`src/rtl/bist_pkg.sv`:
```
// bist_pkg: shared types and constants for the BIST pattern controller.
//   - bist_state_e : controller FSM states (IDLE / APPLY / DONE)
//   - MODE_EXH / MODE_LFSR : pattern-source selector values
//   - MISR_POLY_DEF : default 16-bit MISR feedback polynomial
//   - lfsr_taps()   : maximal-length Fibonacci tap mask for widths 1..16
package bist_pkg;

  typedef enum logic [1:0] {
    IDLE  = 2'd0,
    APPLY = 2'd1,
    DONE  = 2'd2
  } bist_state_e;

  localparam logic MODE_EXH  = 1'b0;
  localparam logic MODE_LFSR = 1'b1;

  localparam logic [15:0] MISR_POLY_DEF = 16'h1021;

  // Tap mask for a shift-left Fibonacci LFSR whose feedback bit is the XOR of
  // (state & mask). Bit (t-1) is set for each polynomial term x^t.
  function automatic logic [15:0] lfsr_taps(input int unsigned n);
    logic [15:0] m;
    case (n)
      1:       m = 16'h0001;
      2:       m = 16'h0003;
      3:       m = 16'h0006;
      4:       m = 16'h000C;
      5:       m = 16'h0014;
      6:       m = 16'h0030;
      7:       m = 16'h0060;
      8:       m = 16'h00B8;
      9:       m = 16'h0110;
      10:      m = 16'h0240;
      11:      m = 16'h0500;
      12:      m = 16'h0829;
      13:      m = 16'h100D;
      14:      m = 16'h2015;
      15:      m = 16'h6000;
      16:      m = 16'hD008;
      default: m = 16'h0000;
    endcase
    return m;
  endfunction

endpackage

```
`src/rtl/bist_misr.sv`:
```
// bist_misr: multiple-input signature register.
//   clk   : clock, rising edge
//   rst_n : synchronous active-low reset, clears the signature
//   clr   : synchronous clear (start of a run)
//   en    : fold d into the signature at this edge
//   d     : N_OUT-bit response, zero-extended to SIG_W before folding
//   sig   : current signature
module bist_misr
  import bist_pkg::*;
#(
  parameter int                SIG_W     = 16,
  parameter int                N_OUT     = 2,
  parameter logic [SIG_W-1:0]  MISR_POLY = SIG_W'(MISR_POLY_DEF)
) (
  input  logic             clk,
  input  logic             rst_n,
  input  logic             clr,
  input  logic             en,
  input  logic [N_OUT-1:0] d,
  output logic [SIG_W-1:0] sig
);

  logic [SIG_W-1:0] nxt;

  // Galois-style shift: the bit shifted out of the top decides whether the
  // polynomial is folded back in; the response is XORed on top.
  always_comb begin
    nxt = {sig[SIG_W-2:0], 1'b0} ^ (sig[SIG_W-1] ? MISR_POLY : '0) ^ SIG_W'(d);
  end

  always_ff @(posedge clk) begin
    if (!rst_n)   sig <= '0;
    else if (clr) sig <= '0;
    else if (en)  sig <= nxt;
  end

endmodule

```
`src/rtl/bist_pattern_ctrl.sv`:
```
// bist_pattern_ctrl: stimulus/response engine for small combinational
// netlists. A start pulse in IDLE launches a run that applies either every
// N_IN-bit vector (exhaustive counter) or the 2^N_IN-1 nonzero vectors of a
// maximal LFSR, holding each for HOLD_CYCLES clocks and compacting dut_out
// into a MISR on the last clock of each hold.
//
// Ports:
//   clk, rst_n  : clock, synchronous active-low reset
//   start       : begin a run (honoured only in IDLE)
//   mode        : 0 = exhaustive, 1 = LFSR; latched with start
//   dut_in      : vector driven to the DUT
//   dut_out     : DUT response (combinational from dut_in)
//   busy        : high while vectors are applied
//   done        : one-cycle pulse after the last vector
//   vec_idx     : vectors fully applied in this run
//   signature   : MISR contents, held until the next start
//
// Optional build macro BIST_GOLDEN_CMP_EN adds:
//   golden      : expected signature
//   pass        : signature == golden, evaluated during the done cycle
module bist_pattern_ctrl
  import bist_pkg::*;
#(
  parameter int               N_IN        = 5,
  parameter int               N_OUT       = 2,
  parameter int               HOLD_CYCLES = 2,
  parameter int               SIG_W       = 16,
  parameter logic [SIG_W-1:0] MISR_POLY   = SIG_W'(MISR_POLY_DEF),
  parameter logic [N_IN-1:0]  LFSR_TAPS   = N_IN'(lfsr_taps(N_IN))
) (
  input  logic             clk,
  input  logic             rst_n,
  input  logic             start,
  input  logic             mode,
  output logic [N_IN-1:0]  dut_in,
  input  logic [N_OUT-1:0] dut_out,
  output logic             busy,
  output logic             done,
  output logic [N_IN:0]    vec_idx,
`ifdef BIST_GOLDEN_CMP_EN
  input  logic [SIG_W-1:0] golden,
  output logic             pass,
`endif
  output logic [SIG_W-1:0] signature
);

  localparam int            HW        = (HOLD_CYCLES > 1) ? $clog2(HOLD_CYCLES) : 1;
  localparam logic [HW-1:0] HOLD_LAST = HW'(HOLD_CYCLES - 1);
  // vec_idx value *before* the increment on the final capture edge
  localparam logic [N_IN:0] LAST_EXH  = (N_IN+1)'((1 << N_IN) - 1);
  localparam logic [N_IN:0] LAST_LFSR = (N_IN+1)'((1 << N_IN) - 2);

  bist_state_e       state, state_nxt;
  logic              mode_q;
  logic [HW-1:0]     hold;
  logic              go, capture, last;
  logic [N_IN-1:0]   lfsr_nxt;
  logic              fb;

  assign go      = (state == IDLE) && start;
  assign capture = (state == APPLY) && (hold == HOLD_LAST);
  assign last    = capture && (vec_idx == ((mode_q == MODE_LFSR) ? LAST_LFSR : LAST_EXH));

  // Shift left, feedback into bit 0. Truncating the concatenation keeps this
  // legal for N_IN == 1 where there is no dut_in[N_IN-2:0].
  assign fb       = ^(dut_in & LFSR_TAPS);
  assign lfsr_nxt = N_IN'({dut_in, fb});

  // ---- FSM: state register ----
  always_ff @(posedge clk) begin
    if (!rst_n) state <= IDLE;
    else        state <= state_nxt;
  end

  // ---- FSM: next state ----
  always_comb begin
    state_nxt = state;
    case (state)
      IDLE:    if (start) state_nxt = APPLY;
      APPLY:   if (last)  state_nxt = DONE;
      DONE:    state_nxt = IDLE;
      default: state_nxt = IDLE;
    endcase
  end

  // ---- FSM: outputs ----
  always_comb begin
    busy = (state == APPLY);
    done = (state == DONE);
  end

  // ---- pattern source, hold counter, vector index ----
  always_ff @(posedge clk) begin
    if (!rst_n) begin
      dut_in  <= '0;
      vec_idx <= '0;
      hold    <= '0;
      mode_q  <= MODE_EXH;
    end else if (go) begin
      mode_q  <= mode;
      vec_idx <= '0;
      hold    <= '0;
      dut_in  <= (mode == MODE_LFSR) ? N_IN'(1) : '0;
    end else if (state == APPLY) begin
      if (capture) begin
        hold    <= '0;
        vec_idx <= vec_idx + (N_IN+1)'(1);
        if (last)                    dut_in <= '0;
        else if (mode_q == MODE_LFSR) dut_in <= lfsr_nxt;
        else                         dut_in <= dut_in + N_IN'(1);
      end else begin
        hold <= hold + HW'(1);
      end
    end
  end

  bist_misr #(
    .SIG_W    (SIG_W),
    .N_OUT    (N_OUT),
    .MISR_POLY(MISR_POLY)
  ) u_misr (
    .clk  (clk),
    .rst_n(rst_n),
    .clr  (go),
    .en   (capture),
    .d    (dut_out),
    .sig  (signature)
  );

`ifdef BIST_GOLDEN_CMP_EN
  // The final signature is only stable once DONE is entered, so the compare
  // is taken at the edge closing the done cycle.
  always_ff @(posedge clk) begin
    if (!rst_n)             pass <= 1'b0;
    else if (go)            pass <= 1'b0;
    else if (state == DONE) pass <= (signature == golden);
  end
`endif

endmodule

```
`config.mk`:
```
export PLATFORM = sky130hd
export DESIGN_NAME = bist_pattern_ctrl
export DESIGN_NICKNAME = d
export VERILOG_FILES = /design/src/rtl/bist_pkg.sv /design/src/rtl/bist_misr.sv /design/src/rtl/bist_pattern_ctrl.sv
export SDC_FILE = /design/constraint.sdc
export NUM_CORES = 1
export LEC_CHECK = 0
export ABC_AREA = 1
export BUFFER_PORTS_ARGS = -buffer_cell sky130_fd_sc_hd__buf_2
export CAP_MARGIN = 20
export CORE_UTILIZATION = 45
export CTS_BUF_LIST = sky130_fd_sc_hd__clkbuf_16
export DETAILED_ROUTE_END_ITERATION = 8
export GPL_ROUTABILITY_DRIVEN = 0
export PLACE_DENSITY = 0.66
export SKIP_CTS_REPAIR_TIMING = 1
export SLEW_MARGIN = 40
export SYNTH_ARGS = -nofsm -noshare
export SYNTH_HDL_FRONTEND = slang
export SYNTH_SLANG_ARGS = --single-unit
```
`constraint.sdc`:
```
create_clock -name clk -period 1.4 [get_ports clk]
set_input_delay 0 -clock clk [delete_from_list [all_inputs] [get_ports clk]]
set_output_delay 0 -clock clk [all_outputs]
set_load 0.05 [all_outputs]
```
==> Implementation_results.wiki, run 1 <==
{| class="wikitable"
! Metric !! Value
|-
| Cell-by-cell trace of the critical path || inv_2 -> nor2_4 -> nand2_4 -> nor2_1 -> nand2_1 -> nand3_1 -> a21oi_1
|-
| Depth of the worst register-to-register path || 7
|-
| Sequential cell fraction of total power || 0.404
|-
| Initial antenna violation count || 0
|-
| Die height || 60.1 um
|-
| Outcome || complete, no violations
|-
| Count of different cell masters after synthesis || 30
|-
| Detailed placement HPWL || 2140 um
|-
| CTS buffer count || 5
|-
| Final count of negative-setup-slack endpoints || 0
|-
| Footprint of the multi-input gates || 688 um^2
|-
| Max-Cap Viols || 0
|-
| Worst hold stages || 4
|-
| Area of all sequential standard cells || 627 um^2
|-
| Max_slew headroom || 0.803
|-
| Total negative slack || 0 ns
|-
| Cell area after synthesis || 1520 um^2
|-
| Proportion of synthesized chip area in sequential cells || 0.409
|-
| Smallest hold slack || 0.0113 ns
|-
| CTS root buffer || clkbuf_16
|-
| Final hold violations || 0
|-
| Clock sinks || 31
|-
| Nets || ~250
|-
| Average cell area after synthesis || around 7.3 um^2
|-
| Routing usage on met3 || 0.0649
|-
| Cell Area, Placed || about 1700 um^2
|-
| Wire length after detailed routing || 3090 um
|-
| Power density over the cells || roughly 1200 nW/um^2
|-
| Ratio of routed vias to standard cells || 4.74
|-
| Combinational group share of total power || 0.061
|-
| Area of the die || 3610 um^2
|-
| Chip width || 60.1 um
|-
| First-pass GRT wire length || 5040 um
|-
| Clock Pin Slew Worst Setup and Hold Paths || about 0.050 ns
|-
| H-tree depth || 2
|-
| Transition at the pin with the smallest max-transition slack || 0.292 ns
|-
| Number of standard cells in the final layout excluding fillers || approximately 280
|-
| Startpoint types || register
|-
| Insertion delay of the later-clocked pin in the worst-skew pair || 0.27 ns
|-
| M1 GR Usage || 0.239
|-
| Diodes inserted || 0
|-
| Number of port buffers || 34
|-
| Crit-path leading delay family || simple AND/OR/NAND/NOR gates
|-
| Period Utilization, post-route || 0.858
|-
| Number of cells after detailed placement || 274
|-
| Total nets after synthesis || 216
|-
| DR iter-0 viols || between 60 and 70
|-
| Number of buffers and inverters on the critical path || 1
|-
| Flop and latch count out of synthesis || 31
|-
| Synth Warn # || 0
|-
| Leading post-synthesis cells by cell area || dfxtp_1, nand2_1, a21oi_1
|-
| Final period demand of the worst path || around 1.2 ns
|-
| Most Crowded Layer GR || met2
|-
| Row cnt || 20
|-
| Post-layout power || 2.23 mW
|-
| Worst min-delay path category || primary input to register
|-
| Achievable clock frequency || 0.832 GHz
|-
| Share of the synthesized area in the top cell type || 0.409
|-
| Average detailed-routed wire length per instance || 10.9 um
|-
| End point of the most critical hold path || u_misr.sig[1]
|-
| Final standard cell area without fillers || 1820 um^2
|-
| Cell internal pwr || about 1.8 mW
|-
| Capturing element type of the critical path || register
|-
| Standby leakage power || 0.831 nW
|-
| Number of search-and-repair iterations in the first detailed-routing pass || 4
|-
| Biggest area consumer among synthesized cells || dfxtp_1
|-
| Ports || 35
|-
| Final worst clock skew || 0.00141 ns
|-
| Core box area || roughly 3100 um^2
|-
| Layout overhead on the synthesized area || 20.0%
|-
| Max Slew Vio Count || 0
|-
| R2R setup slack || 0.20 ns
|-
| Fraction of power consumed by the clock network || 0.535
|-
| Synthesized netlist cell count || 208
|-
| Reg-to-reg startpoint || state[0]
|-
| Switching portion of total power || 0.212
|-
| P_sw || around 470 uW
|-
| Overall track demand over capacity in global routing || 0.191
|-
| CP Data Arrival Time || 1.36 ns
|-
| Peak ir drop on the vdd network || 0.732 mV
|-
| Share of layout cells above drive strength 1 || 0.265
|-
| Hold Startpoint || dut_out[1]
|-
| Post-place setup slack || 0.208 ns
|-
| Via count of the first global-routing pass || 1155
|-
| Worst setup path class || register to register
|-
| Maximum single-stage delay on the critical path || between 0.3 and 0.4 ns
|-
| Maximum number of pins on one net before global-route repair || 20
|-
| Post-route worst setup slack || 0.198 ns
|-
| Fillcell total || 304
|-
| Required time of the critical path || roughly 1.6 ns
|-
| Slowest stage cell on the critical path || dfxtp_1
|-
| Peak fanout along the critical path || 6
|-
| Maximum clock insertion buffer count || 2
|-
| Total gr overflow || 0
|-
| Detailed-route DRC error count || 0
|-
| Critical register-to-register path endpoint || dut_in[0]
|-
| ANT nets after route || 0
|-
| Setup repair after global routing missed its margin || no
|-
| Initial core utilization || 0.485
|-
| M2 GR Usage || 0.300
|-
| Vias after detailed routing || 1336
|-
| Clock tree from TritonCTS || built
|-
| Final core area utilization || 0.582
|}
## power by group through the flow
stage | combinational [mW] | sequential (mW) | clock, mW
6_report | 0.137 | 0.903 | 1.19
5_1_grt | 0.151 | 0.903 | 1.26
4_1_cts | 0.137 | 0.903 | 1.22
3_5_place_dp | 0.137 | 0.921 | 0
3_3_place_gp | 0.136 | 0.920 | 0
2_1_floorplan | 0.0909 | 0.931 | 0
## routing by layer
layer,up-vias,wire length (um)
met5,-,0
met4,0,25
met3,4,149
met2,32,1390
met1,590,1530
li1,710,-
## cells in the final DEF, fill, tap and decap left out, drive strengths merged
cell    instances
xor2            5
nor4            1
o211ai          1
o21ai           5
bufinv          1
nand3           9
nor3            3
clkinv          4
a31oi           1
a211oi          1
buf            40
clkbuf          5
dfxtp          31
nor2           11
inv            17
ha              2
o22ai           1
a21oi          25
nand4           2
nand2          73
## synthesized netlist by cell type (all sizes together)
cell type  instances
a21oi             25
nor3               3
clkbuf             1
buf               17
nand4              2
o211ai             1
o22ai              1
nand2             73
a31oi              1
nand3              9
ha                 2
o21ai              5
clkinv             2
dfxtp             31
inv               17
a211oi             1
xor2               5
nor4               1
nor2              11
## how the worst max path moves through the flow
stage,start,cells past startpoint,to
2_1_floorplan,vec_idx[2],7,dut_in[0]
3_3_place_gp,state[0],7,dut_in[4]
3_5_place_dp,state[0],7,dut_in[3]
4_1_cts,state[0],7,dut_in[3]
5_1_grt,vec_idx[0],7,dut_in[1]
6_report,state[0],7,dut_in[0]
## registers in the layout, summed over array words and instances, names as in the netlist
signal,flops
u_misr.sig,16
mode_q,1
dut_in,5
vec_idx,6
hold,1
state,2
## cell families (layout without fill, tap and decap cells)
| logic type | after synthesis | in the layout | share of synthesized area |
|---|---|---|---|
| AO/OA/AOI/OAI | 34 | 34 | 0.120 |
| adder cells (fa/ha/maj) | 2 | 2 | 0.0165 |
| buffers and inverters | 37 | 67 | 0.137 |
| AND/OR/NAND/NOR | 99 | 99 | 0.289 |
| XOR/XNOR | 5 | 5 | 0.0289 |
| flip-flops | 31 | 31 | 0.409 |
## tightest hold or removal path, stage by stage
cell     delay (ns)
buf_2          0.08
xor2_1         0.05
nand2_1        0.05
a21oi_1        0.05
## layout make-up
cell class / count / area share
clock buffer: 5 / 0.0687
clock inverter: 3 / 0.0213
inverter: 19 / 0.0392
multi-input combinational: 140 / 0.378
sequential: 31 / 0.344
tap: 44 / 0.0302
timing repair buffer: 40 / 0.118
Power figures use the tool's default switching activity.
==> run 2, diff against run 1 <==
Settings changed: PLACE_DENSITY 0.66 to 0.65.
==> run 2 against run 1 <==
Effect of this change:
- worst hold slack worse by 0.0045 ns
- highest routed layer unchanged
- sequential share of layout area is 0.58 points higher
- count of clock-buffer cells in the layout stayed put
- non-clock buffer count stayed put
- cell area is 1.6% lower
==> Implementation_results.wiki, run 2 (synthesis gave the netlist of run 1 again) <==
{| class="wikitable"
! Metric !! Value
|-
| Fillcell total || 319 (+4.9%)
|-
| Clock sinks || 31 (unchanged)
|-
| Achievable clock frequency || 0.837 GHz (+0.62%)
|-
| Maximum single-stage delay on the critical path || 0.37 ns (about the same)
|-
| Standby leakage power || 0.816 nW (-1.8%)
|-
| Via count of the first global-routing pass || 1124 (-2.7%)
|-
| Biggest regs || u_misr.sig (16), vec_idx (6), dut_in (5)
|-
| Die height || 60.1 um (unchanged)
|-
| Maximum clock insertion buffer count || 2 (unchanged)
|-
| Final standard cell area without fillers || 1790 um^2 (-1.6%)
|-
| Layout overhead on the synthesized area || 18.1%
|-
| Final period demand of the worst path || 1.19 ns (-0.00739 ns)
|-
| Number of port buffers || 34 (unchanged)
|-
| Period Utilization, post-route || 0.853 (-0.00528)
|-
| Vias after detailed routing || 1324 (-0.90%)
|-
| Required time of the critical path || 1.55 ns (about the same)
|-
| Worst min-delay path category || primary input to register
|-
| CTS buffer count || 5 (unchanged)
|-
| Slowest stage cell on the critical path || dfxtp_1
|-
| ANT nets after route || 0 (unchanged)
|-
| Capturing element type of the critical path || register
|-
| Chip width || 60.1 um (unchanged)
|-
| Number of standard cells in the final layout excluding fillers || 281 (-0.35%)
|-
| H-tree depth || 2 (unchanged)
|-
| Max_slew headroom || 0.832 (+0.0291)
|-
| Wire length after detailed routing || 3010 um (-2.4%)
|-
| Number of search-and-repair iterations in the first detailed-routing pass || 4 (unchanged)
|-
| Smallest hold slack || 0.00681 ns (-0.00449 ns)
|-
| Number of cells after detailed placement || 274 (unchanged)
|-
| Register with the highest flop count || u_misr.sig
|-
| Total negative slack || 0 ns (unchanged)
|-
| Clock tree from TritonCTS || built
|-
| Nets || 245 (unchanged)
|-
| Core box area || 3130 um^2 (unchanged)
|-
| Ratio of routed vias to standard cells || 4.71 (-0.55%)
|-
| Top library cells by usage in the layout, fill and taps aside || nand2_1, buf_2, dfxtp_1, a21oi_1, inv_1
|-
| CTS root buffer || clkbuf_16
|-
| Max Slew Vio Count || 0 (unchanged)
|-
| Initial antenna violation count || 0 (unchanged)
|-
| Peak ir drop on the vdd network || 0.756 mV (+3.2%)
|-
| Worst setup path class || register to register
|-
| Detailed placement HPWL || 2170 um (+1.4%)
|-
| Detailed-route DRC error count || 0 (unchanged)
|-
| Post-place setup slack || 0.214 ns (+0.00622 ns)
|-
| Final worst clock skew || 0.00410 ns (+0.00269 ns)
|-
| Power density over the cells || 1130 nW/um^2 (-7.5%)
|-
| Diodes inserted || 0 (unchanged)
|-
| Initial core utilization || 0.485 (unchanged)
|-
| Row cnt || 20 (unchanged)
|-
| Clock Pin Slew Worst Setup and Hold Paths || 0.05 ns (about the same)
|-
| Most frequent standard cell in the layout excluding fill and tap cells || nand2_1
|-
| Startpoint types || register
|-
| Max-Cap Viols || 0 (unchanged)
|-
| Maximum number of pins on one net before global-route repair || 20 (unchanged)
|-
| CP Data Arrival Time || 1.35 ns (about the same)
|-
| Crit-path leading delay family || simple AND/OR/NAND/NOR gates
|-
| Post-route worst setup slack || 0.206 ns (+0.00739 ns)
|-
| Average detailed-routed wire length per instance || 10.7 um (-2.1%)
|-
| Final count of negative-setup-slack endpoints || 0 (unchanged)
|-
| Overall track demand over capacity in global routing || 0.188 (-0.00364)
|-
| Setup repair after global routing missed its margin || no
|-
| Number of buffers and inverters on the critical path || 1 (unchanged)
|-
| Peak fanout along the critical path || 6 (unchanged)
|-
| Insertion delay of the later-clocked pin in the worst-skew pair || 0.27 ns (about the same)
|-
| Final hold violations || 0 (unchanged)
|-
| Total gr overflow || 0 (unchanged)
|-
| Cell Area, Placed || 1660 um^2 (unchanged)
|-
| Transition at the pin with the smallest max-transition slack || 0.250 ns (-0.0425 ns)
|-
| DR iter-0 viols || 31 (-55%)
|-
| Share of layout cells above drive strength 1 || 0.262 (-0.00310)
|-
| First-pass GRT wire length || 4900 um (-2.9%)
|-
| Ports || 35 (unchanged)
|-
| Cell-by-cell trace of the critical path || inv_2 -> nor2_4 -> nand2_4 -> nor2_1 -> nand2_1 -> nand3_1 -> a21oi_1
|-
| Flip-flop count of the largest register after layout || 16 (unchanged)
|-
| Outcome || complete, no violations
|-
| Area of the die || 3610 um^2 (unchanged)
|}
-- run 2: path summary, 6_finish.rpt --
path                       start             end  slack, ns  cells after the start
setup / recovery        state[0]       dut_in[0]       0.21                      7
hold / removal        dut_out[0]   u_misr.sig[0]      0.007                      4
setup reg to reg        state[0]       dut_in[0]       0.21                      7
hold reg to reg   u_misr.sig[12]  u_misr.sig[13]       0.47                      2
-- run 2: metal layers --
metal  vias up  global-route usage  wire length, um
li1        708                   -                -
met1       585               0.237             1490
met2        25               0.286             1340
met3         6              0.0649              116
met4         0              0.0897               61
met5         -                   0                0
-- run 2: area by class of cell --
class / instances / area (um^2) / share of cell area
clock buffer: 5 / 125 / 0.0699
clock inverter: 2 / 8.76 / 0.00489
inverter: 19 / 71.3 / 0.0398
multi-input combinational: 140 / 688 / 0.384
sequential: 31 / 627 / 0.350
tap: 44 / 55.1 / 0.0307
timing repair buffer: 40 / 215 / 0.120
-- run 2: metrics by stage --
step                       util  total power [mW]
after floorplan               -              1.02
after CTS                 0.572              2.05
after global placement    0.530              1.06
final                     0.572              2.03
after detailed placement  0.530              1.06
after global routing      0.572              2.11
-- run 2: power breakdown --
group | internal (mW) | leakage, nW | switching (mW)
clock network | 0.636 | 0.0671 | 0.353
logic | 0.0420 | 0.496 | 0.0971
registers | 0.894 | 0.253 | 0.00907
-- run 2: worst register-to-register path, delay by kind of cell, from the launching register on --
| family | cells | cell delay [ns] |
|---|---|---|
| AO/OA/AOI/OAI | 1 | 0.06 |
| buffers and inverters | 1 | 0.08 |
| flip-flops | 1 | 0.37 |
| AND/OR/NAND/NOR | 5 | 0.57 |
